<file path="config.mk">
export PLATFORM = sky130hd
export DESIGN_NAME = lcd_bus_sequencer_flat
export DESIGN_NICKNAME = d
export VERILOG_FILES = /design/src/rtl/lcd_bus_sequencer_if.sv /design/src/rtl/lcd_bus_sequencer.sv /design/src/flat_wrapper.sv
export SDC_FILE = /design/constraint.sdc
export NUM_CORES = 1
export LEC_CHECK = 0
export ABC_AREA = 1
export ABC_CLOCK_PERIOD_IN_PS = 4800
export CAP_MARGIN = 20
export CORE_MARGIN = 4
export CORE_UTILIZATION = 51
export DETAILED_ROUTE_END_ITERATION = 10
export PLACE_DENSITY = 0.91
export SYNTH_ARGS = -nofsm -noshare
export SYNTH_HDL_FRONTEND = slang
export SYNTH_SLANG_ARGS = --single-unit
</file>
<file path="constraint.sdc">
create_clock -name clk -period 4.8 [get_ports clk]
set_input_delay 1.2 -clock clk [delete_from_list [all_inputs] [get_ports clk]]
set_output_delay 1.2 -clock clk [all_outputs]
set_load 0.005 [all_outputs]
</file>
<file path="src/rtl/lcd_bus_sequencer_if.sv">
// rtl/lcd_bus_sequencer_if.sv - requester handshakes, interrupt and LCD pin bundle for the bus sequencer
interface lcd_bus_sequencer_if #(
  parameter int DATA_W = 16,
  parameter int CNT_W  = 20
);
  logic              cmd_valid;
  logic              cmd_dc;
  logic [DATA_W-1:0] cmd_data;
  logic              cmd_ready;
  logic              pix_start;
  logic [CNT_W-1:0]  pix_count;
  logic              pix_valid;
  logic [DATA_W-1:0] pix_data;
  logic              pix_ready;
  logic              irq_clr;
  logic              eot_irq;
  logic              busy;
  logic              lcd_cs_n;
  logic              lcd_d_c_n;
  logic              lcd_wr_n;
  logic [DATA_W-1:0] lcd_data;

  modport slave (
    input  cmd_valid, cmd_dc, cmd_data, pix_start, pix_count, pix_valid, pix_data, irq_clr,
    output cmd_ready, pix_ready, eot_irq, busy, lcd_cs_n, lcd_d_c_n, lcd_wr_n, lcd_data
  );

  modport master (
    output cmd_valid, cmd_dc, cmd_data, pix_start, pix_count, pix_valid, pix_data, irq_clr,
    input  cmd_ready, pix_ready, eot_irq, busy, lcd_cs_n, lcd_d_c_n, lcd_wr_n, lcd_data
  );
endinterface

</file>
<file path="src/rtl/lcd_bus_sequencer.sv">
// rtl/lcd_bus_sequencer.sv - 8080-style LCD write sequencer shared by CPU commands and DMA pixel bursts
module lcd_bus_sequencer #(
  parameter int DATA_W      = 16,
  parameter int CNT_W       = 20,
  parameter int WR_LOW_CYC  = 2,
  parameter int WR_HIGH_CYC = 2
) (
  input  logic               clk,
  input  logic               reset_n,
  lcd_bus_sequencer_if.slave bus
);

  localparam int MAXC = (WR_LOW_CYC > WR_HIGH_CYC) ? WR_LOW_CYC : WR_HIGH_CYC;
  localparam int CW   = $clog2(MAXC + 1);

  typedef enum logic [1:0] {IDLE, WR_LOW, WR_HIGH} state_t;

  state_t            state, state_n;
  logic [CW-1:0]     cnt, cnt_n;
  logic              burst_active;
  logic [CNT_W-1:0]  remaining;
  logic              eot_q;
  logic              dc_q;
  logic [DATA_W-1:0] data_q;

  logic idle;
  logic cmd_acc, pix_acc;
  logic start_ok, start_zero;
  logic word_done, burst_done;

  // Ready is gated by reset so nothing is handshaken while the block is held in reset
  assign idle          = (state == IDLE);
  assign bus.cmd_ready = reset_n & idle & ~burst_active;
  assign bus.pix_ready = reset_n & idle & burst_active & (remaining != '0);
  assign cmd_acc       = bus.cmd_valid & bus.cmd_ready;
  assign pix_acc       = bus.pix_valid & bus.pix_ready;

  // A start pulse only counts when the bus is idle, unowned, and no command wins the same cycle
  assign start_ok      = bus.pix_start & idle & ~burst_active & ~cmd_acc;
  assign start_zero    = start_ok & (bus.pix_count == '0);
  assign burst_done    = word_done & burst_active & (remaining == '0);

  // Next-state logic: one strobe per accepted word, low phase then high phase
  always_comb begin
    state_n   = state;
    cnt_n     = cnt;
    word_done = 1'b0;
    case (state)
      IDLE: begin
        if (cmd_acc || pix_acc) begin
          state_n = WR_LOW;
          cnt_n   = '0;
        end
      end
      WR_LOW: begin
        if (cnt == CW'(WR_LOW_CYC - 1)) begin
          state_n = WR_HIGH;
          cnt_n   = '0;
        end else begin
          cnt_n = cnt + CW'(1);
        end
      end
      WR_HIGH: begin
        if (cnt == CW'(WR_HIGH_CYC - 1)) begin
          state_n   = IDLE;
          cnt_n     = '0;
          word_done = 1'b1;
        end else begin
          cnt_n = cnt + CW'(1);
        end
      end
      default: begin
        state_n = IDLE;
        cnt_n   = '0;
      end
    endcase
  end

  // State register
  always_ff @(posedge clk) begin
    if (!reset_n) begin
      state <= IDLE;
      cnt   <= '0;
    end else begin
      state <= state_n;
      cnt   <= cnt_n;
    end
  end

  // Output latches, burst bookkeeping and the sticky end-of-transaction flag
  always_ff @(posedge clk) begin
    if (!reset_n) begin
      data_q       <= '0;
      dc_q         <= 1'b1;
      burst_active <= 1'b0;
      remaining    <= '0;
      eot_q        <= 1'b0;
    end else begin
      if (cmd_acc) begin
        data_q <= bus.cmd_data;
        dc_q   <= bus.cmd_dc;
      end else if (pix_acc) begin
        data_q <= bus.pix_data;
        dc_q   <= 1'b1;
      end

      if (start_ok && !start_zero)
        remaining <= bus.pix_count;
      else if (pix_acc)
        remaining <= remaining - CNT_W'(1);

      if (start_ok && !start_zero)
        burst_active <= 1'b1;
      else if (burst_done)
        burst_active <= 1'b0;

      // Setting wins over a coincident clear so a completion is never lost
      if (start_zero || burst_done)
        eot_q <= 1'b1;
      else if (bus.irq_clr)
        eot_q <= 1'b0;
    end
  end

  assign bus.lcd_wr_n  = (state != WR_LOW);
  assign bus.lcd_cs_n  = ~(~idle | burst_active);
  assign bus.busy      = ~idle | burst_active;
  assign bus.lcd_data  = data_q;
  assign bus.lcd_d_c_n = dc_q;
  assign bus.eot_irq   = eot_q;

endmodule

</file>
<file path="src/flat_wrapper.sv">
// flat-port wrapper written by rule: the top's interface ports become plain ports
module lcd_bus_sequencer_flat 
#(
  parameter int DATA_W      = 16,
  parameter int CNT_W       = 20,
  parameter int WR_LOW_CYC  = 2,
  parameter int WR_HIGH_CYC = 2
)
  (clk, reset_n, bus_cmd_valid, bus_cmd_dc, bus_cmd_data, bus_pix_start, bus_pix_count, bus_pix_valid, bus_pix_data, bus_irq_clr, bus_cmd_ready, bus_pix_ready, bus_eot_irq, bus_busy, bus_lcd_cs_n, bus_lcd_d_c_n, bus_lcd_wr_n, bus_lcd_data);
  lcd_bus_sequencer_if #(.DATA_W(DATA_W), .CNT_W(CNT_W)) bus_i ();
  input  logic clk;
  input  logic reset_n;
  input wire logic [$bits(bus_i.cmd_valid)-1:0] bus_cmd_valid;
  input wire logic [$bits(bus_i.cmd_dc)-1:0] bus_cmd_dc;
  input wire logic [$bits(bus_i.cmd_data)-1:0] bus_cmd_data;
  input wire logic [$bits(bus_i.pix_start)-1:0] bus_pix_start;
  input wire logic [$bits(bus_i.pix_count)-1:0] bus_pix_count;
  input wire logic [$bits(bus_i.pix_valid)-1:0] bus_pix_valid;
  input wire logic [$bits(bus_i.pix_data)-1:0] bus_pix_data;
  input wire logic [$bits(bus_i.irq_clr)-1:0] bus_irq_clr;
  output wire logic [$bits(bus_i.cmd_ready)-1:0] bus_cmd_ready;
  output wire logic [$bits(bus_i.pix_ready)-1:0] bus_pix_ready;
  output wire logic [$bits(bus_i.eot_irq)-1:0] bus_eot_irq;
  output wire logic [$bits(bus_i.busy)-1:0] bus_busy;
  output wire logic [$bits(bus_i.lcd_cs_n)-1:0] bus_lcd_cs_n;
  output wire logic [$bits(bus_i.lcd_d_c_n)-1:0] bus_lcd_d_c_n;
  output wire logic [$bits(bus_i.lcd_wr_n)-1:0] bus_lcd_wr_n;
  output wire logic [$bits(bus_i.lcd_data)-1:0] bus_lcd_data;
  assign bus_i.cmd_valid = bus_cmd_valid;
  assign bus_i.cmd_dc = bus_cmd_dc;
  assign bus_i.cmd_data = bus_cmd_data;
  assign bus_i.pix_start = bus_pix_start;
  assign bus_i.pix_count = bus_pix_count;
  assign bus_i.pix_valid = bus_pix_valid;
  assign bus_i.pix_data = bus_pix_data;
  assign bus_i.irq_clr = bus_irq_clr;
  assign bus_cmd_ready = bus_i.cmd_ready;
  assign bus_pix_ready = bus_i.pix_ready;
  assign bus_eot_irq = bus_i.eot_irq;
  assign bus_busy = bus_i.busy;
  assign bus_lcd_cs_n = bus_i.lcd_cs_n;
  assign bus_lcd_d_c_n = bus_i.lcd_d_c_n;
  assign bus_lcd_wr_n = bus_i.lcd_wr_n;
  assign bus_lcd_data = bus_i.lcd_data;
  lcd_bus_sequencer #(.DATA_W(DATA_W), .CNT_W(CNT_W), .WR_LOW_CYC(WR_LOW_CYC), .WR_HIGH_CYC(WR_HIGH_CYC)) u_core (.clk(clk), .reset_n(reset_n), .bus(bus_i));
endmodule
</file>
==> Implementation_results.wiki <==
{| class="wikitable"
! Metric !! Value
|-
| Worst Hold Slack || 0.471 ns
|-
| Number of buffers created by CTS || 5
|-
| X dimension of the die || 80.7 um
|-
| Half-perimeter wire length of the detailed placement result || 5.64 mm
|-
| Area of the multi-input gates || 1570 um2
|-
| Final number of max-transition violations || 0
|-
| GRT Resource Usage Total || 0.235
|-
| Cell area power density || 526 nW/um2
|-
| Crit. End Element || output pin
|-
| Number of buffer cells added on primary ports || 81
|-
| Crit start category || input pin
|-
| Number of primary I/O pins || 82
|-
| Area of the mapped netlist || 2700 um2
|-
| Number of flops mapped to enable cells by yosys || 0
|-
| Synth Register Bits || 43
|-
| Number of inserted filler cells in the final layout || 403
|-
| Critical path class || in -> out
|-
| TritonCTS clock tree || built
|-
| Synth unique cells || 31
|-
| Fraction of final layout cells sized beyond drive strength 1 || 0.0766
|-
| RSZ-0062 raised after global routing || no
|-
| Share of the synthesized area in the top cell type || 0.319
|-
| Leading cell types by total area after synthesis || dfxtp_1, nor2_1, nand2_1
|-
| Residual overflow from global routing || 0
|-
| Outcome || completed
|-
| Max Buffers Root-to-Sink || 2
|-
| Starting density of the core || 0.528
|-
| Clock Pin Slew Worst Setup and Hold Paths || 0.08 ns
|-
| Post-route fraction of the period consumed by the critical path || 0.831
|-
| Final routed DRC violation total || 0
|-
| Routed vias/inst || 5.15
|-
| Area added between synthesis and finish || 35.7%
|-
| Post-CTS setup buffer count || 0
|-
| Num Clock Sinks || 43
|-
| Via count of the first global-routing pass || 2,843
|-
| Top cell types by occurrence after synthesis || nor2_1, nand2_1, dfxtp_1, inv_1, o21ai_0
|-
| Wire length of the first global-routing pass || 12.2 mm
|-
| Core Region || slightly above 5000 um2
|-
| CP max FO || 16
|-
| Number of vias after detailed routing || between 2,000 and 3,000
|-
| Mean cell area of the mapped netlist || 6.49 um2
|-
| Final estimated routing congestion in global placement || 0.910
|-
| Setup-violating endpoint count in the final report || 0
|-
| Most used DFF post-synth || dfxtp_1
|-
| Remaining antenna violation count || 0
|-
| Seq. cell area || 861 um2
|-
| Total wirelength of the detailed-routed design || 7.45 mm
|-
| Final Critical Period || 3.99 ns
|-
| Highest ir drop seen on vdd || 0.337 mV
|-
| Hold Violations, Final || 0
|-
| # hold bufs at CTS || 0
|-
| Die boundary height || 80.7 um
|-
| Total die area || 6520 um2
|-
| Count of antenna diodes in the layout || 0
|-
| Avg WL per Cell || 13.2 um
|-
| Final-layout setup total negative slack || 0 ns
|-
| Leakage || roughly 1.6 nW
|-
| First-pass iteration count of the detailed router || 4
|-
| Max Clock Freq || 251 MHz
|-
| Level count of the clock H-tree || 2
|-
| Antenna violations before repair || 0
|-
| Most area-hungry cell type in the Yosys netlist || dfxtp_1
|-
| CTS Root Cell || clkbuf_8
|-
| Final core occ || 0.717
|-
| Count of yosys warnings during synthesis || 0
|-
| Number of max-cap violations || 0
|-
| Worst-skew pair later-pin latency || 0.30 ns
|-
| Standard-cell rows || 26
|-
| Number of nets in the layout || 560
|-
| Violation count after the first detailed-route iteration || ~170
|-
| Most common cell in the synthesized netlist || nor2_1
|-
| HP Class || reg -> reg
|-
| Post-synthesis net count || 481
|-
| Arrival time of data at the critical path endpoint || 2.79 ns
|-
| Slew headroom || 0.652
|-
| Slew at the pin closest to its max-slew limit || 0.520 ns
|-
| FFs w/ async S/R, synth || 0
|-
| Gate count of the mapped netlist || 416
|-
| Total design power || between 1.5 and 2 mW
|-
| Largest net degree at the start of global routing || 29
|-
| Seq/Total Area, Yosys || 0.319
|-
| Worst clock skew || 0.0101 ns
|-
| Post-cts resize count || 0
|-
| Data required time of the critical path || 3.60 ns
|}
-- cells in the final DEF, fill, tap and decap left out, types with 3 or more instances in the layout --
cell type        netlist  routed
nand4_1                3       3
inv_1                 43      43
nand2_1               94      94
clkdlybuf4s50_1        0      81
dfxtp_1               43      43
nand3_1               21      21
a21oi_1               19      19
o22ai_1                3       3
nor2_1               103     103
mux2_2                16      16
inv_2                  3       3
xor2_1                 5       5
ha_1                   6       6
o21ai_0               26      26
clkbuf_8               0       5
-- logic make-up (layout without fill, tap and decap cells) --
family          Yosys count  count (layout)  synth area share
compound gates           52              52            0.0997
buf+inv                  59             139             0.100
simple gates            233             233             0.364
flops                    43              43             0.319
xor+xnor                  7               7            0.0227
mux                      16              16            0.0668
fa+ha+maj                 6               6            0.0278
-- state kept, by name (all words and copies together) (netlist names) --
register and flops:
u_core.bus.lcd_data 16, u_core.cnt 2, u_core.remaining 20, u_core.state 2, u_core.bus.lcd_d_c_n 1, u_core.bus.eot_irq 1, u_core.burst_active 1
-- metrics by stage --
step,worst slack (ns),std cells,area [um2]
2_1_floorplan,2.04,416,2700
3_3_place_gp,0.896,558,3530
3_5_place_dp,0.821,558,3530
4_1_cts,0.805,566,3660
5_1_grt,0.716,566,3660
6_report,0.810,566,3660
-- worst paths after layout --
path                                start                                 to  slack, ns  cells after the start
max                               reset_n                      bus_pix_ready       0.81                      7
min            u_core.cnt[1]$_SDFFE_PN0P_         u_core.cnt[1]$_SDFFE_PN0P_       0.47                      2
max reg2reg  u_core.state[1]$_SDFFE_PN0P_  u_core.remaining[17]$_SDFFE_PN0P_       2.42                     15
min reg2reg    u_core.cnt[1]$_SDFFE_PN0P_         u_core.cnt[1]$_SDFFE_PN0P_       0.47                      2
-- final cells by class --
cell class / count / share of cell area
clock buffers: 6 / 0.0198
clock inverters: 2 / 0.0164
inverters: 48 / 0.0512
multi-input cells: 314 / 0.428
flip-flops and latches: 43 / 0.235
well taps: 70 / 0.0239
repair buffers: 83 / 0.225
-- power by group --
group / internal (mW) / switching [mW]
clock: 0.208 / 0.128
combinational: 0.446 / 0.625
sequential: 0.448 / 0.0726
-- worst max-delay path, cell delays in order --
cell             delay (ns)
clkdlybuf4s50_1        0.49
inv_1                  0.05
buf_4                  0.20
nor2_1                 0.20
nand2_1                0.09
inv_1                  0.06
clkdlybuf4s50_1        0.49
-- routing by layer --
layer,GRT usage,vias up,part of all wire
li1,-,1466,-
met1,0.264,1313,0.39
met2,0.428,125,0.49
met3,0.0710,13,0.10
met4,0.0642,0,0.017
met5,0,-,0
(Power assumes the default switching activity.)
